===== config.mk =====
export PLATFORM = sky130hd
export DESIGN_NAME = note_recorder
export DESIGN_NICKNAME = d
export VERILOG_FILES = /design/src/rtl/note_recorder.sv
export SDC_FILE = /design/constraint.sdc
export NUM_CORES = 2
export LEC_CHECK = 0
export CAP_MARGIN = 20
export CELL_PAD_IN_SITES_DETAIL_PLACEMENT = 0
export CELL_PAD_IN_SITES_GLOBAL_PLACEMENT = 1
export CORE_ASPECT_RATIO = 0.6
export CORE_MARGIN = 8
export CORE_UTILIZATION = 50
export DETAILED_ROUTE_END_ITERATION = 7
export GPL_ROUTABILITY_DRIVEN = 0
export PLACE_DENSITY_LB_ADDON = 0.1
export SLEW_MARGIN = 10
export SYNTH_ARGS = -nofsm -noshare
export SYNTH_HDL_FRONTEND = slang
export SYNTH_SLANG_ARGS = --single-unit

===== constraint.sdc =====
create_clock -name clk22 -period 3.8 [get_ports clk22]
set_input_delay 0.76 -clock clk22 [delete_from_list [all_inputs] [get_ports clk22]]
set_output_delay 0.76 -clock clk22 [all_outputs]
set_load 0.02 [all_outputs]

===== src/rtl/note_recorder.sv =====
// note_recorder: records held note keys into a beat buffer and loops them back.
// One buffer slot per clk22 edge; tones go to the note generator.
module note_recorder #(
  parameter int MAX_BEATS = 512,
  parameter int ADDR_W    = 9
) (
  input  logic              clk22,
  input  logic              rst,
  input  logic              rec_req,
  input  logic              play_req,
  input  logic              stop_req,
  input  logic [7:0]        note_keys,
  output logic [31:0]       toneL,
  output logic [31:0]       toneR,
  output logic              en_out,
  output logic [ADDR_W-1:0] beat_num,
  output logic [ADDR_W:0]   rec_len,
  output logic              full,
  output logic [1:0]        mode
);

  typedef enum logic [1:0] {
    IDLE   = 2'd0,
    RECORD = 2'd1,
    PLAY   = 2'd2
  } state_t;

  localparam logic [31:0] SILENT = 32'd50_000_000;
  localparam logic [ADDR_W-1:0] LAST_BEAT = ADDR_W'(MAX_BEATS - 1);
  localparam logic [ADDR_W:0] FULL_LEN = (ADDR_W + 1)'(MAX_BEATS);
  localparam logic [ADDR_W:0] ONE_LEN = (ADDR_W + 1)'(1);

  state_t state;

  logic       rec_d;
  logic       play_d;
  logic       armed;
  logic       rec_edge;
  logic       play_edge;
  logic       mem_we;
  logic       last_play;
  logic [3:0] key_slot;
  logic [3:0] rd_slot;

  logic [3:0] mem [MAX_BEATS];

  // Slot code: {valid, idx}, idx is the lowest held key.
  function automatic logic [3:0] encode(input logic [7:0] keys);
    logic [3:0] s;
    s = 4'd0;
    for (int i = 7; i >= 0; i--) begin
      if (keys[i]) s = {1'b1, 3'(i)};
    end
    return s;
  endfunction

  function automatic logic [31:0] tone_l(input logic [3:0] slot);
    logic [31:0] t;
    case (slot[2:0])
      3'd0:    t = 32'd262;
      3'd1:    t = 32'd294;
      3'd2:    t = 32'd330;
      3'd3:    t = 32'd349;
      3'd4:    t = 32'd392;
      3'd5:    t = 32'd440;
      3'd6:    t = 32'd494;
      default: t = 32'd523;
    endcase
    return slot[3] ? t : SILENT;
  endfunction

  // Right channel sits one octave below the left.
  function automatic logic [31:0] tone_r(input logic [3:0] slot);
    return slot[3] ? (tone_l(slot) >> 1) : SILENT;
  endfunction

  assign mode      = state;
  assign rec_edge  = armed & rec_req & ~rec_d;
  assign play_edge = armed & play_req & ~play_d;
  assign key_slot  = encode(note_keys);
  assign rd_slot   = mem[beat_num];
  assign last_play = ({1'b0, beat_num} == (rec_len - ONE_LEN));
  assign mem_we    = (state == RECORD) & ~stop_req;

  // Delayed request copies; armed masks requests already high at reset release.
  always_ff @(posedge clk22 or posedge rst) begin
    if (rst) begin
      rec_d  <= 1'b0;
      play_d <= 1'b0;
      armed  <= 1'b0;
    end else begin
      rec_d  <= rec_req;
      play_d <= play_req;
      armed  <= 1'b1;
    end
  end

  // Beat buffer; contents survive reset and stop.
  always_ff @(posedge clk22) begin
    if (mem_we) mem[beat_num] <= key_slot;
  end

  // Mode FSM with pointers, length, and registered tone/enable outputs.
  always_ff @(posedge clk22 or posedge rst) begin
    if (rst) begin
      state    <= IDLE;
      beat_num <= '0;
      rec_len  <= '0;
      full     <= 1'b0;
      en_out   <= 1'b0;
      toneL    <= SILENT;
      toneR    <= SILENT;
    end else begin
      toneL  <= SILENT;
      toneR  <= SILENT;
      en_out <= 1'b0;
      unique case (state)
        IDLE: begin
          if (stop_req) begin
            state <= IDLE;
          end else if (rec_edge) begin
            state    <= RECORD;
            beat_num <= '0;
            rec_len  <= '0;
            full     <= 1'b0;
            en_out   <= 1'b1;
          end else if (play_edge && rec_len != '0) begin
            state    <= PLAY;
            beat_num <= '0;
            en_out   <= 1'b1;
          end
        end
        RECORD: begin
          if (stop_req) begin
            state    <= IDLE;
            rec_len  <= {1'b0, beat_num};
            beat_num <= '0;
          end else if (beat_num == LAST_BEAT) begin
            state    <= IDLE;
            full     <= 1'b1;
            rec_len  <= FULL_LEN;
            beat_num <= '0;
          end else begin
            beat_num <= beat_num + 1'b1;
            en_out   <= 1'b1;
            toneL    <= tone_l(key_slot);
            toneR    <= tone_r(key_slot);
          end
        end
        PLAY: begin
          if (stop_req) begin
            state    <= IDLE;
            beat_num <= '0;
          end else if (rec_edge) begin
            state    <= RECORD;
            beat_num <= '0;
            rec_len  <= '0;
            full     <= 1'b0;
            en_out   <= 1'b1;
          end else begin
            en_out <= 1'b1;
            toneL  <= tone_l(rd_slot);
            toneR  <= tone_r(rd_slot);
            if (play_edge || last_play) beat_num <= '0;
            else beat_num <= beat_num + 1'b1;
          end
        end
        default: begin
          state    <= IDLE;
          beat_num <= '0;
        end
      endcase
    end
  end

endmodule


* Word-level counts from Yosys, hierarchy flattened *
Memories as Yosys holds them, arrays and structs flattened.
Index checks and enable logic that the tools add are counted.

operators by class
  $lt $le $gt $ge = 0
  add/sub/neg operators = 2
  bitwise logic cells = 8
  divide/modulo/power cells = 0
  shift operators = 0
  muxes and demuxes = 60
  reductions and logical operators = 12
  multipliers = 0
  equality and inequality tests = 25

operators by type and width
  operator                 number
  $mux W32                 6
  $mux W31                 6
  $pmux W10 S7             2
  $mux W9                  8
  $pmux W32 S2             1
  $pmux W31 S2             1
  $mux W10                 4
  $mux W4                  8
  $pmux W9 S3              1
  $pmux W10 S2             1
  $eq A3 B3 Y1 const B     6
  $mux W2                  7
  $eq A3 B2 Y1 const B     4
  $mux W1                  12
  $eq A9 B10 Y1            1
  $reduce_bool A10 Y1      1
  $sub A10 B1 Y10 const B  1
  $add A9 B1 Y9 const B    1
  $eq A9 B9 Y1 const B     1
  $eq A3 B1 Y1 const B     2
  $logic_not A3 Y1         2
  $ne A2 B2 Y1 const B     3
  $ne A3 B3 Y1 const B     2
  $pmux W2 S3              1
  18 further kinds         25

word-level totals
  memory bits (writable) = 2048
  memory bits (read-only) = 0
  memories = 1
  output and inout port bits = 87
  bits in registers = 90
  bits in latches = 0

memory list
  name  depth  width  rd ports  clocked after memory_dff  write ports  line  source
  mem   512    4      1         0                         1            45    logic [3:0] mem [MAX_BEATS];

* Longest topological paths before layout *
  depth after elaboration = 14
  depth in mapped cells = 19
  depth with buffers taken out = 11

* Worst setup path after synthesis *
No wires, ideal clock.

  path kind = input -> register
  from = input port note_keys[6]
  to = memory mem[0][0], data pin
  data required time = 1.193 ns
  data arrival time = 12.978 ns
  path slack = -11.784 ns
  buffers on the path = 0
  cell stages on the path = 5
  cell sequence = inv_1 a21oi_1 o21bai_1 a21oi_1 nor2_1

on the way
  longest elaborated chain between the ends = 7

ends and longest elaborated chain
  element                line  source
  start: declaration     12    input logic [7:0] note_keys,
  $mux W4 (7 in series)  52    if (keys[i]) s = {1'b1, 3'(i)};
  via key_slot[0]        42    logic [3:0] key_slot;
  end: declaration       45

The timed path passes the listed nets, and every way through them passes these cells.

* Worst setup path after layout *
  from = register beat_num[0]
  to = register toneL[7]

on the way
  longest elaborated chain between the ends = 7
  elaborated cells between the ends (all ways) = 16

ends and longest elaborated chain
  element                                     line  source
  start: declaration                          16    output logic [ADDR_W-1:0] beat_num,
  start signal: assignment                    144   beat_num <= beat_num + 1'b1;
  start signal: assignment                    165   else beat_num <= beat_num + 1'b1;
  $mem_v2 Z512 W4                             -
  $eq A3 B3 Y1, or another cell as far along  59    case (slot[2:0])
  $pmux W10 S7                                59
  $mux W32                                    69    return slot[3] ? t : SILENT;
  $mux W32                                    154   end else if (rec_edge) begin
  $mux W32                                    151   if (stop_req) begin
  $pmux W32 S2 (*)                            117   unique case (state)
  end signal: assignment                      146   toneL <= tone_l(key_slot);
  end signal: assignment                      162   toneL <= tone_l(rd_slot);
  end: declaration                            13    output logic [31:0] toneL,

Mark *: on every way between the ends. The rest lies on a longest branch, timed or not.
A chain may end at the register's enable or synchronous reset.

==> results.cfg <==
[status]
status = complete, but fails checks
failed_checks = setup timing

[clock_network]
numCtsBuffers = 193
root_buffer = clkbuf_16
htree_levels = 4
clkTransAtPathRegs_ns = 0.07
cts.sinks = 2087
clk_path_buf_depth = 4
cts_hold_buf = 0
clk_latency_ns = 0.85
cts_tree = yes

[route]
vias_per_cell = 6.39
drt-total-wl_um = 260000
final_antenna_net_count = 0
wl_met2_um = 106000
drc = 0
drt_iter0_drc = 6652
dr.pass1.iters = 6
dr_wl_met3_um = 34400
routed.top_layer = met5
wl_per_cell_um = 34.8
vias = 47700
drt-met1-wl_um = 114000

[timing]
layout_min_cycle_time_ns = 4.26
worstMarginPinSlew_ns = 1.11
setup_violations = 12
whs_ns = 0.435
skew_ns = 0.0440
worst_slack_ns = -0.457
clock.fmax_ghz = 0.235
grt_setup_unrepaired = yes
final.period_utilization_pct = 112
hold_viol = 0
drv_slew = 0
slew_headroom_pct = 25.8
final.setup.tns_ns = -4.10

[critical_path]
path_class = reg -> reg
rr_worst_depth = 12
end_kind = flop
r2r-start = beat_num[0]
cp_slowest_cell = or4_4
worstPathArrival_ns = 5.00
r2r_end = toneL[7]
rrSetupSlack_ns = -0.46
cp.required_ns = 4.54
slowest_delay_ns = 0.63
critPathLaunchType = flop
crit_start = beat_num[0]
cp.buffers_inverters = 3
worst-path-max-fanout = 8
crit_family = compound AO/OA/AOI/OAI gates
crit_chain = buf_12 > buf_6 > mux4_2 > mux4_2 > a32o_2 > a311oi_2 > nand4_1 > buf_6 > a211o_1 > or4_4 > a21boi_4 > a221o_1

[global_routing]
grt_overflow = 0
grt_pass1_wl_um = 364000
antenna_found_initial = 12
grt_pass1_vias = 45800
grtUsageTotal_pct = 28.0
grt_max_degree = 106

[pwr]
ir_drop_uv = 448
power_leakage_uw = 0.0297
p_per_area_nw_per_um2 = 463
power.total_uw = 45600

[floorplan]
core_area_um2 = 167000
start_util_pct = 50.4
row_count = 116
die_h_um = 334
die_area_um2 = 182000
fp.dieW_um = 545
ioPinCount = 100

[cells_and_area]
nNetsFinal = 5103
finalCoreUtilization_pct = 59.0
drive_gt1_share_pct = 26.5
syn_to_final_growth_pct = 17.0

[synthesis]
synth_top_area_cell = edfxtp_1
synth_edf_count = 2048
postSynthAreaPerCell_um2 = 18.4
synth_warnings = 0
synthArstFlopShare_pct = 1.87
synth_seq_cells = 2087
netlist_area_um2 = 84000
synth_most_common_cell = edfxtp_1
synth_area_leaders = edfxtp_1, mux4_2, mux2i_1
netlist_instances = 4560
synthTopCellsByCount = edfxtp_1, nor2_1, mux4_2
yosysUniqueCellTypes = 81
synth-seq-area-share_pct = 74.4
synthFlopType = edfxtp_1
yosysTopAreaCellShare_pct = 73.2

[placement]
io_buffers = 76
dp_hpwl_um = 177000

[worst_hold_path]
hold_class = in -> async

[flow_run]
maxCapViolCount = 0
-- where the power goes --
group	switching [uW]	internal, uW
logic	710	413
clock network	8470	10800
registers	23.8	25200
-- cells by family (layout without fill, tap and decap cells) --
| logic type | count (synthesis) | in the layout | share of synthesized area [%] |
|---|---|---|---|
| other | 2 | 29 | 0.00894 |
| buffers and inverters | 369 | 1016 | 2.54 |
| XOR/XNOR | 13 | 13 | 0.136 |
| AND/OR/NAND/NOR | 971 | 971 | 4.96 |
| adder cells (fa/ha/maj) | 11 | 11 | 0.164 |
| multiplexers | 686 | 686 | 14.3 |
| flip-flops | 2087 | 2087 | 74.4 |
| AO/OA/AOI/OAI | 421 | 421 | 3.58 |
-- per-stage QoR --
stage               setup WS [ns]  cells  area [um^2]
global placement            -1.04   7078        91100
CTS                        -0.405   7444        97900
detailed placement          -1.05   7081        91100
finish                     -0.457   7476        98300
floorplan                   -2.64   4582        84200
global route               -0.493   7471        98300
-- layout by cell type, fill, tap and decap left out, types with 76 or more instances in the layout --
| cell | n |
|---|---|
| edfxtp_1 | 2048 |
| a22oi_1 | 136 |
| nand3_1 | 77 |
| mux2i_1 | 265 |
| mux4_2 | 402 |
| nand2_1 | 139 |
| buf_12 | 109 |
| buf_4 | 436 |
| clkbuf_16 | 199 |
| clkdlybuf4s50_1 | 76 |
| nor2_1 | 561 |
-- layout make-up --
type,instances,area [um^2]
antenna,5,12.5
clock buffer,235,5070
clock inverter,110,1030
fill,12300,68500
inverter,17,83.8
multi-input combinational,2126,20000
sequential,2087,62500
tap,2242,2810
timing repair buffer,654,6770
-- per-layer routing --
metal | GRT usage, % | up-vias
met2 | 37.7 | 2941
met1 | 44.7 | 25100
met3 | 8.34 | 369
met4 | 5.89 | 2
li1 | - | 19300
met5 | 0 | -
-- timing repair --
action                     CTS  global route
cloned                       5             3
pin swaps                   22            15
setup endpoints to repair   13            13
gates resized for setup     88            34
buffers inserted            15            25
-- worst reg2reg max path: stages, from the launching register on --
cell	delay (ns)
dfrtp_4	0.47
buf_12	0.18
buf_6	0.15
mux4_2	0.52
mux4_2	0.54
a32o_2	0.29
a311oi_2	0.28
nand4_1	0.16
buf_6	0.18
a211o_1	0.24
or4_4	0.64
a21boi_4	0.19
a221o_1	0.34
-- worst max path at each step --
stage | to | slack, ns | depth (start not counted)
2_1_floorplan | toneR[7] | -2.64 | 8
3_3_place_gp | toneR[4] | -1.04 | 15
3_5_place_dp | toneR[4] | -1.05 | 15
4_1_cts | toneR[4] | -0.40 | 14
5_1_grt | toneL[7] | -0.49 | 12
6_report | toneL[7] | -0.46 | 12
-- registers in the layout, indices dropped and copies added (netlist names) --
name	flops
mem	2048
rec_len	10
toneR	10
beat_num	9
toneL	3
mode	2
armed	1
en_out	1
full	1
play_d	1
rec_d	1
(Power assumes the default switching activity.)
